**config.mk**
```make
export PLATFORM = sky130hd
export DESIGN_NAME = pc_unit
export DESIGN_NICKNAME = d
export VERILOG_FILES = /design/src/rtl/pc_unit.sv
export SDC_FILE = /design/constraint.sdc
export NUM_CORES = 1
export LEC_CHECK = 0
export ABC_AREA = 1
export CAP_MARGIN = 20
export CELL_PAD_IN_SITES_DETAIL_PLACEMENT = 1
export CELL_PAD_IN_SITES_GLOBAL_PLACEMENT = 1
export CORE_AREA = 4 4 155 157
export CTS_CLUSTER_SIZE = 20
export DETAILED_ROUTE_END_ITERATION = 6
export DIE_AREA = 0 0 159 161
export GPL_TIMING_DRIVEN = 0
export PLACE_DENSITY = 0.78
export SLEW_MARGIN = 20
export SYNTH_ARGS = -nofsm -noshare
export SYNTH_HDL_FRONTEND = slang
export SYNTH_SLANG_ARGS = --single-unit
```
**constraint.sdc**
```tcl
create_clock -name clk_i -period 3.6 [get_ports clk_i]
set_clock_uncertainty 0.15 [all_clocks]
set_input_delay 0.72 -clock clk_i [delete_from_list [all_inputs] [get_ports clk_i]]
set_output_delay 0.72 -clock clk_i [all_outputs]
set_load 0.005 [all_outputs]
```
**src/rtl/pc_unit.sv**
```systemverilog
// rtl/pc_unit.sv - program-counter unit with prioritised redirect, stall and return-address stack
//
// Optional feature macro: PC_ALIGN_CHECK_EN (misaligned redirect targets trap to TRAP_VEC)
//
// Ports:
//   clk_i            in   1      clock, rising edge
//   rst_i            in   1      synchronous reset, active-low
//   start_i          in   1      1 = running, 0 = freeze PC and RAS
//   pc_write_i       in   1      0 = stall (hold PC), 1 = advance
//   branch_i         in   1      taken branch redirect
//   branch_target_i  in   WIDTH  branch target
//   jump_i           in   1      jump redirect
//   jump_target_i    in   WIDTH  jump target, also fallback for ret on empty RAS
//   call_i           in   1      qualifies jump_i as a call (push ret_addr_i)
//   ret_addr_i       in   WIDTH  return address pushed on call
//   ret_i            in   1      return: pop RAS and redirect
//   pc_o             out  WIDTH  current PC
//   pc_valid_o       out  1      pc_o was produced while running
//   ras_empty_o      out  1      RAS count == 0
//   ras_full_o       out  1      RAS count == RAS_DEPTH
//   err_o            out  1      pulse: ret on empty RAS, or call and ret together
//   misalign_o       out  1      pulse: misaligned redirect trapped
module pc_unit #(
  parameter int                 WIDTH     = 32,
  parameter logic [WIDTH-1:0]   RESET_VEC = '0,
  parameter int                 INC       = 4,
  parameter int                 RAS_DEPTH = 4,
  parameter logic [WIDTH-1:0]   TRAP_VEC  = 'h80
) (
  input  logic             clk_i,
  input  logic             rst_i,
  input  logic             start_i,
  input  logic             pc_write_i,
  input  logic             branch_i,
  input  logic [WIDTH-1:0] branch_target_i,
  input  logic             jump_i,
  input  logic [WIDTH-1:0] jump_target_i,
  input  logic             call_i,
  input  logic [WIDTH-1:0] ret_addr_i,
  input  logic             ret_i,
  output logic [WIDTH-1:0] pc_o,
  output logic             pc_valid_o,
  output logic             ras_empty_o,
  output logic             ras_full_o,
  output logic             err_o,
  output logic             misalign_o
);

  localparam int PTR_W = (RAS_DEPTH > 1) ? $clog2(RAS_DEPTH) : 1;
  localparam int CNT_W = PTR_W + 1;
  localparam logic [CNT_W-1:0] CNT_FULL = CNT_W'(RAS_DEPTH);

  logic [WIDTH-1:0] pc_q, pc_d;
  logic             valid_q, valid_d;
  logic [CNT_W-1:0] cnt_q, cnt_d;
  logic [PTR_W-1:0] ptr_q, ptr_d;
  logic             err_q, err_d;
  logic             mis_q, mis_d;
  logic [WIDTH-1:0] ras_q [RAS_DEPTH];

  logic             push, pop, redirect, mis_sel;
  logic [WIDTH-1:0] tgt;
  logic [PTR_W-1:0] top_idx;
  logic             ras_empty, ras_full;

  // ptr_q addresses the next free slot; the most recent entry sits one below it.
  assign top_idx   = ptr_q - PTR_W'(1);
  assign ras_empty = (cnt_q == '0);
  assign ras_full  = (cnt_q == CNT_FULL);

`ifdef PC_ALIGN_CHECK_EN
  assign mis_sel = redirect && (tgt[1:0] != 2'b00);
`else
  assign mis_sel = 1'b0;
`endif

  always_comb begin
    pc_d     = pc_q;
    valid_d  = start_i;
    cnt_d    = cnt_q;
    ptr_d    = ptr_q;
    err_d    = 1'b0;
    push     = 1'b0;
    pop      = 1'b0;
    redirect = 1'b0;
    tgt      = jump_target_i;

    if (start_i) begin
      if (ret_i) begin
        redirect = 1'b1;
        // A simultaneous call is flagged and its push dropped; ret still wins.
        err_d    = ras_empty | call_i;
        if (!ras_empty) begin
          tgt = ras_q[top_idx];
          pop = 1'b1;
        end else begin
          tgt = jump_target_i;
        end
      end else if (jump_i) begin
        redirect = 1'b1;
        tgt      = jump_target_i;
        push     = call_i;
      end else if (branch_i) begin
        redirect = 1'b1;
        tgt      = branch_target_i;
      end

      // Redirects are taken even while the hazard unit stalls.
      if (redirect) begin
        pc_d = mis_sel ? TRAP_VEC : tgt;
      end else if (pc_write_i) begin
        pc_d = pc_q + WIDTH'(INC);
      end
    end

    if (push) begin
      // On a full stack the write lands on the oldest entry; count saturates.
      ptr_d = ptr_q + PTR_W'(1);
      cnt_d = ras_full ? cnt_q : cnt_q + CNT_W'(1);
    end else if (pop) begin
      ptr_d = top_idx;
      cnt_d = cnt_q - CNT_W'(1);
    end

    mis_d = mis_sel;
  end

  always_ff @(posedge clk_i) begin
    if (!rst_i) begin
      pc_q    <= RESET_VEC;
      valid_q <= 1'b0;
      cnt_q   <= '0;
      ptr_q   <= '0;
      err_q   <= 1'b0;
      mis_q   <= 1'b0;
    end else begin
      pc_q    <= pc_d;
      valid_q <= valid_d;
      cnt_q   <= cnt_d;
      ptr_q   <= ptr_d;
      err_q   <= err_d;
      mis_q   <= mis_d;
    end
  end

  // Stack contents need no reset: count gates every read.
  always_ff @(posedge clk_i) begin
    if (rst_i && push) begin
      ras_q[ptr_q] <= ret_addr_i;
    end
  end

  assign pc_o        = pc_q;
  assign pc_valid_o  = valid_q;
  assign ras_empty_o = ras_empty;
  assign ras_full_o  = ras_full;
  assign err_o       = err_q;
  assign misalign_o  = mis_q;

endmodule

```
==> flow_metrics.env, run 1 <==
export IMPL_dr_pass1_iters=7
export IMPL_wirelength_mm=31.37
export IMPL_portBuffers=138
export IMPL_maxCapViolations=0
export IMPL_switching_power_mw=1.545
export IMPL_ant_nets=0
export IMPL_cts_max_level=4
export IMPL_power_internal_mw=3.495
export IMPL_ir_drop_uv=298.5
export IMPL_gp_congestion=0.8858
export IMPL_drtIter0Drc=487
export IMPL_grt_pass1_vias=8466
export IMPL_syn_area_sq_mm=0.008884
export IMPL_pwr_density_cell_mw_per_mm2=444.1
export IMPL_p_sw_frac=0.3066
export IMPL_fp_dieW_um=159
export IMPL_start_kind="input pin"
export IMPL_nFillCells=2712
export IMPL_cp_arrival_ps=3050
export IMPL_power_frac_clock=0.374
export IMPL_mostFrequentLayoutCells="306 x nand2_1, 138 x clkdlybuf4s50_1, 128 x edfxtp_1"
export IMPL_leakagePower_nw=4.545
export IMPL_rsz0062_at_grt="false"
export IMPL_slowest_delay_ps=710
export IMPL_final_common_cell="nand2_1"
export IMPL_area_delta_synth_final_pct=27.76
export IMPL_layout_cells_non_filler=1570
export IMPL_whs_ps=381.3
export IMPL_dieHeight_um=161
export IMPL_p_comb_frac=0.194
export IMPL_numCtsBuffers=17
export IMPL_grt_max_degree=23
export IMPL_worstSetupPathType="in -> reg"
export IMPL_pwr_share_seq=0.432
export IMPL_syn_avg_cell_area_sq_um=7.996
export IMPL_worst_setup_path_end_kind="register"
export IMPL_hold_violations=0
export IMPL_syn_nets=1221
export IMPL_antennaDiodeCount=0
export IMPL_crit_path_top_delay_cell="clkdlybuf4s50_1"
export IMPL_dp_cells=1538
export IMPL_num_rows=55
export IMPL_slew_headroom=0.5917
export IMPL_async_flop_share=0
export IMPL_vias_per_cell=5.251
export IMPL_ys_seq_area_frac=0.5206
export IMPL_core_sq_mm=0.02250
export IMPL_avgRoutedWirePerCell_um=19.98
export IMPL_cts_root_buf="clkbuf_16"
export IMPL_start_util=0.3948
export IMPL_hold_class="reg -> reg"
export IMPL_ys_ff_latch=167
export IMPL_drc=0
export IMPL_cts_clk_slew_worst_paths_ps=70
export IMPL_postCtsSetupRepairBufs=0
export IMPL_worstPathMaxFanout=18
export IMPL_required_ps=3580
export IMPL_status="finished, final reports clean"
export IMPL_fmax_ghz=0.3263
export IMPL_fin_crit_ps=3065
export IMPL_tightest_slew_ps=612.5
export IMPL_cts_tree="yes"
export IMPL_drive_gt1_frac=0.07471
export IMPL_finalCritPeriodShare=0.8514
export IMPL_p_total_mw=5.040
export IMPL_finalSetupViolations=0
export IMPL_yosys_warnings=0
export IMPL_cts_sink_count=167
export IMPL_tns_ps=0
export IMPL_cts_max_path_buffers=2
export IMPL_path_cells="clkdlybuf4s50_1, nand4_1, inv_1, nand2_1, nor2_4, buf_16"
export IMPL_post_cts_resized=0
export IMPL_clock_latency_ps=440
export IMPL_grt_usage=0.2427
export IMPL_io_pins=141
export IMPL_synth_edff_count=128
export IMPL_regArea_sq_mm=0.004624
export IMPL_slew_violations=0
export IMPL_final_net_count=1382
export IMPL_ys_types=36
export IMPL_synthCells=1111
export IMPL_grt_pass1_wl_mm=48.35
export IMPL_grt_overflow_total=0
export IMPL_ys_flop_type="edfxtp_1"
export IMPL_ctsHoldBuffers=0
export IMPL_dr_total_vias=8244
export IMPL_multi_input_area_sq_mm=0.003505
export IMPL_dpl_hpwl_mm=23.34
export IMPL_die_area_sq_mm=0.02560
export IMPL_antenna_found_initial=0
state kept, by name, summed over array words and instances (netlist names):
name / count
ptr_q: 2
ras_q: 128
pc_o: 32
pc_valid_o: 1
err_o: 1
cnt_q: 3
final timing paths:
path	slack, ps	endpoint	from	cells past startpoint
min reg2reg	380	cnt_q[1]$_SDFFE_PN0P_	cnt_q[1]$_SDFFE_PN0P_	2
max reg2reg	610	pc_o[17]$_SDFFE_PN0P_	ptr_q[0]$_SDFFE_PN0P_	11
min	380	cnt_q[1]$_SDFFE_PN0P_	cnt_q[1]$_SDFFE_PN0P_	2
max	540	ras_q[1][15]$_DFFE_PP_	start_i	6
area by class of cell:
class                           count  area share
Clock inverter                     15     0.01565
Buffer                             55     0.02701
Clock buffer                       17     0.03748
Multi-Input combinational cell    763      0.3088
Sequential cell                   167      0.4075
Tap cell                          285     0.03142
Timing Repair Buffer              142      0.1301
Inverter                          126     0.04211
critical path: cells and delay by family:
kind	cells	cell delay [ps]
simple gates	3	1140
buf+inv	3	1150
through the flow:
step                setup WS, ps  area, sq um    util
finish                     535.1        11350  0.5044
global route               415.3        11350  0.5044
CTS                        539.1        11350  0.5044
detailed placement         92.89        10750  0.4776
global placement           -1545        10620  0.4720
floorplan                  320.0         8884       -
per-layer routing:
metal	share of wire	track usage	vias up
met5	0	0	-
met4	0.022	0.06943	0
met3	0.043	0.03419	37
met2	0.52	0.4431	207
met1	0.42	0.3006	4033
li1	-	-	3967
cells in the mapped netlist (4+ instances only):
library cell,count,area (sq um)
a21oi_1,68,340.3
a31oi_1,4,25.02
buf_1,5,18.77
buf_2,21,105.1
buf_4,11,82.58
buf_6,4,45.04
clkbuf_1,12,45.04
dfxtp_1,39,780.8
edfxtp_1,128,3844
ha_1,6,75.07
inv_1,122,457.9
nand2_1,306,1149
nand3_1,118,590.6
nand3b_1,9,67.56
nand4_1,4,25.02
nor2_1,122,457.9
nor2_2,4,25.02
o211ai_1,4,30.03
o21ai_0,88,440.4
o21bai_1,9,67.56
xor2_1,4,35.03
power by group through the flow:
stage / clock network [mW] / registers, mW / logic (mW)
2_1_floorplan: 0 / 2.20 / 0.500
3_3_place_gp: 0 / 2.22 / 0.935
3_5_place_dp: 0 / 2.22 / 0.961
4_1_cts: 1.90 / 2.18 / 0.978
5_1_grt: 1.99 / 2.18 / 1.08
6_report: 1.88 / 2.18 / 0.978
kinds of logic (layout without fill, tap and decap cells):
kind of cell | Yosys count | after routing | share of synthesized area
AOI/OAI and AO/OA | 178 | 178 | 0.1061
xor gates and xnor gates | 5 | 5 | 0.004929
adders and majority gates | 6 | 6 | 0.008450
buffers and inverters | 181 | 355 | 0.08831
DFF | 167 | 167 | 0.5206
other | 1 | 1 | 0.0004221
and+or+nand+nor | 573 | 573 | 0.2713
Note: power is estimated with default switching activity, not from simulation.
==> run 2: changes to the inputs <==
Settings changed: ABC_CLOCK_PERIOD_IN_PS set to 3600.
==> results of run 2 <==
Same layout as run 1: the final DEF is identical, and so are final timing and power.
==> run 3: changes to the inputs <==
Settings changed: HOLD_SLACK_MARGIN set to 0.02.
==> results of run 3 <==
Same layout as run 1: the final DEF is identical, and so are final timing and power.
